<file path="src/rtl/mult8_tdm_sched.sv">
// Time-multiplexed 8x8 multiplier scheduler: issues the four nibble partial
// products to one shared external 4x4 multiplier and accumulates the result.
module mult8_tdm_sched #(
   parameter int unsigned MUL_LAT   = 0,
   parameter bit          SKIP_ZERO = 1'b1
) (
   input  logic        clk,
   input  logic        rst_n,
   input  logic        in_valid,
   output logic        in_ready,
   input  logic [7:0]  in_a,
   input  logic [7:0]  in_b,
   output logic [3:0]  mul_a,
   output logic [3:0]  mul_b,
   input  logic [7:0]  mul_p,
   output logic        out_valid,
   input  logic        out_ready,
   output logic [15:0] out_p,
   output logic        out_ovf,
   output logic        busy
);

   typedef enum logic [1:0] {S_IDLE, S_RUN, S_DONE} state_t;

   state_t      r_state, w_next;
   logic [7:0]  r_a, r_b;
   logic [16:0] r_acc;
   logic [2:0]  r_idx;
   logic [15:0] r_out_p;
   logic        r_out_ovf;

   logic [3:0]  w_na [4];
   logic [3:0]  w_nb [4];
   logic [3:0]  w_cand;
   logic        w_issue;
   logic [1:0]  w_sel;
   logic [1:0]  w_sh;
   logic        w_ret_v;
   logic [1:0]  w_ret_sh;
   logic        w_pend;
   logic        w_cap;
   logic        w_fin;
   logic [16:0] w_acc_nxt;

   // PP index bit0 selects the A nibble, bit1 the B nibble
   always_comb begin
      w_na[0] = r_a[3:0];  w_nb[0] = r_b[3:0];
      w_na[1] = r_a[7:4];  w_nb[1] = r_b[3:0];
      w_na[2] = r_a[3:0];  w_nb[2] = r_b[7:4];
      w_na[3] = r_a[7:4];  w_nb[3] = r_b[7:4];
   end

   // Lowest pending non-skipped PP is issued; skipped ones cost no cycle
   always_comb begin
      w_cand  = '0;
      w_issue = 1'b0;
      w_sel   = '0;
      for (int unsigned i = 0; i < 4; i++) begin
         w_cand[i] = (r_state == S_RUN) && (3'(i) >= r_idx) &&
                     (!SKIP_ZERO || ((w_na[i] != 4'd0) && (w_nb[i] != 4'd0)));
      end
      for (int unsigned i = 0; i < 4; i++) begin
         if (!w_issue && w_cand[i]) begin
            w_issue = 1'b1;
            w_sel   = 2'(i);
         end
      end
   end

   assign w_sh = (w_sel == 2'd0) ? 2'd0 : ((w_sel == 2'd3) ? 2'd2 : 2'd1);

   generate
      if (MUL_LAT == 0) begin : g_comb
         assign w_ret_v  = w_issue;
         assign w_ret_sh = w_sh;
         assign w_pend   = 1'b0;
      end else begin : g_pipe
         logic [MUL_LAT-1:0] r_pv;
         logic [1:0]         r_psh [MUL_LAT];

         always_ff @(posedge clk or negedge rst_n) begin
            if (!rst_n) begin
               r_pv <= '0;
               for (int unsigned k = 0; k < MUL_LAT; k++) r_psh[k] <= '0;
            end else begin
               r_pv[0]  <= w_issue;
               r_psh[0] <= w_sh;
               for (int unsigned k = 1; k < MUL_LAT; k++) begin
                  r_pv[k]  <= r_pv[k-1];
                  r_psh[k] <= r_psh[k-1];
               end
            end
         end

         assign w_ret_v  = r_pv[MUL_LAT-1];
         assign w_ret_sh = r_psh[MUL_LAT-1];
         assign w_pend   = |r_pv;
      end
   endgenerate

   assign w_cap     = in_valid && (r_state == S_IDLE);
   assign w_fin     = (r_state == S_RUN) && !w_issue && !w_pend;
   assign w_acc_nxt = r_acc + (w_ret_v ? ({9'd0, mul_p} << {w_ret_sh, 2'b00}) : 17'd0);

   always_ff @(posedge clk or negedge rst_n) begin
      if (!rst_n) r_state <= S_IDLE;
      else        r_state <= w_next;
   end

   always_comb begin
      w_next    = r_state;
      in_ready  = 1'b0;
      out_valid = 1'b0;
      busy      = 1'b1;
      mul_a     = '0;
      mul_b     = '0;
      unique case (r_state)
         S_IDLE: begin
            in_ready = 1'b1;
            busy     = 1'b0;
            if (in_valid) w_next = S_RUN;
         end
         S_RUN: begin
            if (w_issue) begin
               mul_a = w_na[w_sel];
               mul_b = w_nb[w_sel];
            end
            if (w_fin) w_next = S_DONE;
         end
         S_DONE: begin
            out_valid = 1'b1;
            if (out_ready) w_next = S_IDLE;
         end
         default: w_next = S_IDLE;
      endcase
   end

   always_ff @(posedge clk or negedge rst_n) begin
      if (!rst_n) begin
         r_a       <= '0;
         r_b       <= '0;
         r_acc     <= '0;
         r_idx     <= '0;
         r_out_p   <= '0;
         r_out_ovf <= 1'b0;
      end else if (w_cap) begin
         r_a   <= in_a;
         r_b   <= in_b;
         r_acc <= '0;
         r_idx <= '0;
      end else if (r_state == S_RUN) begin
         r_acc <= w_acc_nxt;
         r_idx <= w_issue ? ({1'b0, w_sel} + 3'd1) : 3'd4;
         // No return is in flight when w_fin is high, so r_acc is final
         if (w_fin) begin
            r_out_p   <= r_acc[15:0];
            r_out_ovf <= r_acc[16];
         end
      end
   end

   assign out_p   = r_out_p;
   assign out_ovf = r_out_ovf;

endmodule

</file>
<file path="config.mk">
export PLATFORM = sky130hd
export DESIGN_NAME = mult8_tdm_sched
export DESIGN_NICKNAME = d
export VERILOG_FILES = /design/src/rtl/mult8_tdm_sched.sv
export SDC_FILE = /design/constraint.sdc
export NUM_CORES = 1
export LEC_CHECK = 0
export BUFFER_PORTS_ARGS = -buffer_cell sky130_fd_sc_hd__buf_2
export CORE_MARGIN = 2
export CORE_UTILIZATION = 51
export CTS_CLUSTER_SIZE = 25
export DETAILED_ROUTE_END_ITERATION = 16
export GPL_TIMING_DRIVEN = 0
export PLACE_DENSITY_LB_ADDON = 0.05
export SLEW_MARGIN = 0
export SYNTH_ARGS = -nofsm -noshare
export SYNTH_HDL_FRONTEND = slang
export SYNTH_SLANG_ARGS = --single-unit
</file>
<file path="constraint.sdc">
create_clock -name clk -period 4.05 [get_ports clk]
set_input_delay 0.6075 -clock clk [delete_from_list [all_inputs] [get_ports clk]]
set_output_delay 0.6075 -clock clk [all_outputs]
set_load 0.005 [all_outputs]
</file>
* Word-level counts from Yosys, hierarchy flattened
Cells that the tools add are included.
Widths: inputs -> output; s select.
** Storage, ports and cells
- Flip-flop bits (word level) :: 55
- Latch bits :: 0
- Bits in writable memories :: 0
- Bits in read-only memories :: 0
- Input bits :: 28
- Output and inout bits :: 28
- Word-level logic and storage cells :: 85
- Memories kept :: 0
** Operators by class
- Add/sub/neg operators :: 2
- Multiply operators :: 0
- Div/mod/pow operators :: 0
- Order comparisons :: 5
- Eq/ne operators :: 6
- Shifts and indexed selects :: 1
- Muxes and demuxes :: 32
- Bitwise operators :: 2
- Reduce and logical (&&, ||, !) cells :: 30
** Operator list (number)
- $mux 17 :: 3
- $mux 4 :: 8
- $add 17x17->17 :: 1
- $logic_and 1x1->1 :: 17
- $shl 8x4->17 :: 1
- $bmux 4 s2 :: 2
- $reduce_bool 4->1 :: 4
- $mux 2 :: 7
- $mux 3 :: 3
- $mux 1 :: 8
- $ge 1x3->1 const A :: 2
- $ge 2x3->1 const A :: 2
- $ne 2x2->1 const B :: 3
- $pmux 2 s3 :: 1
- $reduce_and 3->1 :: 2
- $eq 2x2->1 const B :: 2
- $logic_not 1->1 :: 4
- $logic_not 2->1 :: 2
- $add 2x1->3 const B :: 1
- $ge 3x3->1 const B :: 1
- $not 2->3 :: 1
- $eq 2x1->1 const B :: 1
- $reduce_bool 2->1 :: 1
- $not 1->1 :: 1

* Depth between registers and ports, before layout
- Depth after elaboration :: 21
- Mapped depth :: 19
- Depth with buffers taken out :: 16

* Least setup slack after synthesis
No wires, ideal clock.
- Path kind :: register to register
- Start :: register r_state[1]
- End :: register r_acc[14]
- Setup time :: 87 ps
- Arrival time :: 3729 ps
- Data required time :: 3963 ps
- Path slack :: 234 ps
- Cell stages (with the launch flop) :: 17
- Buffers on the path :: 2
- Clock period less this slack :: 3816 ps
- Cell sequence :: dfrtp_1 nand2b_4 buf_6 nor3_1 a21oi_1 nor3_2 ha_1 clkbuf_1 mux2i_1 nor2_1 ha_1 nand2_1 a211oi_1 o21ai_0 a21o_1 a2111o_1 o211ai_1
** Between the ends
- Word-level cells in the longest chain between the ends :: 21
- Elaborated cells on any way between the ends :: 34
- Those cells by class :: add/sub (1); eq/ne (2); shift (1); mux (12); reduce/logical (18)
** Ends and longest elaborated chain
- from (decl) :: line 25 : state_t r_state, w_next;
- from (signal assigned) :: line 107 : else r_state <= w_next;
- $eq 2x1->1 :: line 59, 151
- $logic_and 1x1->1 (2 in a row) :: line 59 : w_cand[i] = (r_state == S_RUN) && (3'(i) >= r_idx) &&
- $mux 1 :: line 63 : if (!w_issue && w_cand[i]) begin
- $logic_not 1->1 :: line 63
- $logic_and 1x1->1 :: line 63
- $mux 1 :: line 63
- $logic_not 1->1 :: line 63
- $logic_and 1x1->1 :: line 63
- [3 not listed]
- $mux 2 :: line 63
- $eq 2x2->1 :: line 70 : assign w_sh = (w_sel == 2'd0) ? 2'd0 : ((w_sel == 2'd3) ? 2'd2 : 2'd1);
- $mux 2 (2 in a row) :: line 70
- $shl 8x4->17 :: line 103 : assign w_acc_nxt = r_acc + (w_ret_v ? ({9'd0, mul_p} << {w_ret_sh, 2'b00}) : 17'd0);
- $mux 17 :: line 103
- $add 17x17->17 :: line 103
- $mux 17 :: line 151 : end else if (r_state == S_RUN) begin
- $mux 17 :: line 146 : end else if (w_cap) begin
- to (signal assigned) :: line 152 : r_acc <= w_acc_nxt;
- to (decl) :: line 27 : logic [16:0] r_acc;
Several ways; a longest one is shown, not always the timed one. The select of a mux whose other input is x is not followed.
A chain may end at the register's enable or synchronous reset.

* Worst setup path in the final report
- Start :: register r_state[1]
- End :: register r_acc[15]
Same word-level chain as after synthesis.

==> PnR_summary.wiki <==
{| class="wikitable"
! Metric !! Value
|-
| CTS Root Buffer Type || clkbuf_8
|-
| Ranking of synthesized cells by area || dfrtp_1, mux2_2, ha_1, mux2_4, nor2_1
|-
| TritonCTS clock tree || yes
|-
| Core outline area || 6422 um^2
|-
| Number of buffer cells added on primary ports || 55
|-
| Register cell area after layout || 1376 um^2
|-
| Area enclosed by the die boundary || 7410 um^2
|-
| Async S/R FF share, synth || 1.000
|-
| Post-route total power || 2.800 mW
|-
| Slew HR || 0.5416
|-
| Crit Path Max Fanout || 10
|-
| Worst-case clock buffer depth || 2
|-
| DRC viols || 0
|-
| Wire length per cell || 17.08 um
|-
| Remaining antenna violation count || 0
|-
| Cell with the biggest individual delay on the critical path || ha_2
|-
| Number of maximum-capacitance constraint violations || 0
|-
| Synth unique cells || 54
|-
| TNS Setup || 0 ns
|-
| Post-synth EDFFs || 0
|-
| Total I/O pin count || 56
|-
| Achievable Freq || 0.2633 GHz
|-
| Slowest stage delay, CP || 0.42 ns
|-
| WL final || 8115 um
|-
| TritonCTS Sinks || 55
|-
| Avg Cell Area, Syn || 10.23 um^2
|-
| Insertion delay of the later-clocked pin in the worst-skew pair || 0.31 ns
|-
| Dpl ws || -0.4036 ns
|-
| Area share of the leading cell type in the synthesized netlist || 0.4006
|-
| Initial DRT Pass Iterations || 4
|-
| Vertical die dimension || 86.08 um
|-
| Final Hold Fails || 0
|-
| Horizontal die dimension || 86.08 um
|-
| Area leader, netlist || dfrtp_1
|-
| VDD IR max || 0.0004294 V
|-
| Worst-Margin Slew || 0.6876 ns
|-
| CP Data Required Time || 4.30 ns
|-
| Vias in the first global route || 2645
|-
| Count of H-tree levels built during CTS || 2
|-
| Non-filler cells in the finished layout || 475
|-
| Total congestion overflow || 0
|-
| Gate Count Post-Synth || 336
|-
| Commonest cells in the synthesized netlist || dfrtp_1, nor2_1, mux2_2, nand2_1, nand3_1
|-
| Setup repair after global routing missed its margin || false
|-
| Power per cell area || 705.9 nW/um^2
|-
| Area of all placed cells without fillers || 3966 um^2
|-
| Area of the multi-input gates || 2007 um^2
|-
| Capturing element type of the critical path || flop
|-
| Growth of design area from synthesis to finish || 15.44%
|-
| Outcome || finished clean
|-
| Fraction of the cycle the final worst path needs || 0.9378
|-
| Initial detailed-routing violation count || 176
|-
| Post-Syn Area || 3436 um^2
|-
| Static leakage || 1.864 nW
|-
| Number of register bits inferred by synthesis || 55
|-
| All-Layer GR Usage || 0.2311
|-
| Routability cong. || 0.8980
|-
| Initial antenna violation count || 0
|-
| Maximum number of pins on one net before global-route repair || 56
|-
| Part of the Yosys area used for sequential elements || 0.4006
|-
| Number of placed instances, taps included || 468
|-
| Clock-pin slew reported for the worst setup and hold paths after clock tree synthesis || 0.09 ns
|-
| Start-to-end type of the worst setup path || flop to flop
|-
| Area after DPL || 3807 um^2
|-
| First-pass GRT wire length || 13260 um
|-
| Final-layout fill cell count || 558
|-
| Layout cells sized above 1 || 0.3040
|-
| Num CTS Buffers || 5
|-
| Min Tclk post-route || 3.798 ns
|-
| Yosys synthesis warning count || 0
|-
| Net Count, Synth || 382
|-
| Starting density of the core || 0.5350
|-
| Worst setup slack after layout || 0.2521 ns
|-
| Most frequently used cell type in the post-synthesis netlist || dfrtp_1
|-
| Crit path DAT || 4.05 ns
|-
| Final number of setup-violating endpoints || 0
|-
| Fin Clk Skew || 0.003669 ns
|-
| Diode insertion count for antenna repair || 0
|-
| Crit path cell chain || nand2b_4 > buf_6 > nor3_1 > a21oi_1 > nor3_4 > ha_4 > nor2b_2 > a22oi_1 > nor2_1 > ha_2 > nand3_1 > nor3_1 > a31o_2 > o21ai_1 > a2111o_1 > nand3_1
|-
| Half-perimeter wire length after detailed placement || 6165 um
|-
| Total number of vias || 2785
|-
| Total number of nets in the final design || 443
|-
| Startpoint type of the worst setup path || flop
|-
| Worst hold path class || primary input to async pin
|-
| Final Max Tran Viols || 0
|-
| Commonest register cell after synthesis || dfrtp_1
|-
| Number of vias per cell || 5.863
|-
| CTS Hold Bufs || 0
|-
| Std cell rows || 29
|}
-- area by class of cell --
class                   count  share of cell area
plain buffers              11             0.01703
clock buffers               8             0.02524
inverters                   9            0.008517
multi-input cells         259              0.5060
flip-flops and latches     55              0.3470
well taps                  77             0.02429
repair buffers             56             0.07192
-- worst paths after layout --
| path | startpoint | endpoint | slack (ns) | cells after the start |
|---|---|---|---|---|
| worst max-delay path | r_state[1] | r_acc[15] | 0.25 | 16 |
| worst min register to register | out_p[3] | out_p[3] | 0.51 | 1 |
| max in group asynchronous | rst_n | r_b[4] | 3.27 | 1 |
| worst min-delay path | rst_n | out_p[13] | 0.33 | 1 |
| worst max register to register | r_state[1] | r_acc[15] | 0.25 | 16 |
| min in group clk | in_valid | r_idx[0] | 0.49 | 2 |
-- worst max-delay path, delay by kind of cell, from the launching register on --
family          cells  cell delay (ns)
compound gates      5             1.05
flops               1             0.41
fa+ha+maj           2             0.69
simple gates        8             1.43
buf+inv             1             0.15
-- where the power goes --
group	internal [mW]	switching (mW)	total, mW	leakage (nW)
clock network	0.156	0.173	0.329	0.0515
registers	0.758	0.189	0.947	0.710
logic	0.701	0.823	1.52	1.10
-- routing by layer --
layer / routed length [um] / up-vias / track usage
met5: 0 / - / 0
met3: 426 / 12 / 0.04331
li1: - / 1353 / -
met4: 144 / 0 / 0.08081
met1: 4009 / 1340 / 0.3440
met2: 3535 / 80 / 0.3354
-- metrics by stage --
stage | hold WS (ns) | utilization
detailed placement | 0.4894 | 0.5928
finish | 0.3326 | 0.6176
global placement | 0.4848 | 0.5928
CTS | 0.4846 | 0.6115
global route | 0.3862 | 0.6176
floorplan | 0.3119 | -
-- kinds of logic after synthesis --
kind of cell | after synthesis | share of synthesized area
simple gates | 112 | 0.1821
compound gates | 78 | 0.1500
flops | 55 | 0.4006
mux | 44 | 0.1500
buf+inv | 22 | 0.03168
fa+ha+maj | 18 | 0.06773
xor+xnor | 7 | 0.01784
-- cells in the final DEF, fill, tap and decap left out, types with 2 or more instances in the layout --
cell type,n
mux2_4,9
o211ai_1,3
clkbuf_8,7
nand2_1,24
a22o_1,5
a21oi_1,18
buf_2,54
and2_1,3
and3_1,5
nor4_4,3
a2111o_1,2
nand2b_4,2
buf_6,2
nand3_1,21
mux2i_1,10
nor2_1,28
xnor2_1,4
nor3_1,5
buf_4,2
o21ai_1,4
a21o_1,5
a211o_1,2
dfrtp_1,55
o21ai_0,16
nor3b_1,3
xor2_1,3
a211oi_2,2
clkbuf_1,8
inv_1,9
a211oi_1,3
a22oi_1,5
ha_1,15
o21a_1,2
mux2_2,24
or2_2,2
nand4_1,3
-- state kept, by name, indices dropped and copies added (netlist names) --
signal	cells
out_ovf	1
r_state	2
r_a	8
r_acc	17
r_b	8
out_p	16
r_idx	3
-- repair_timing --
| item | 4_1_cts | 5_1_grt |
|---|---|---|
| buffers inserted | 1 | 0 |
| resized for setup | 5 | 10 |
| endpoints found under the setup margin | 7 | 7 |
| pin swaps | 1 | 0 |
No activity file was read; power rests on OpenSTA's default activity.
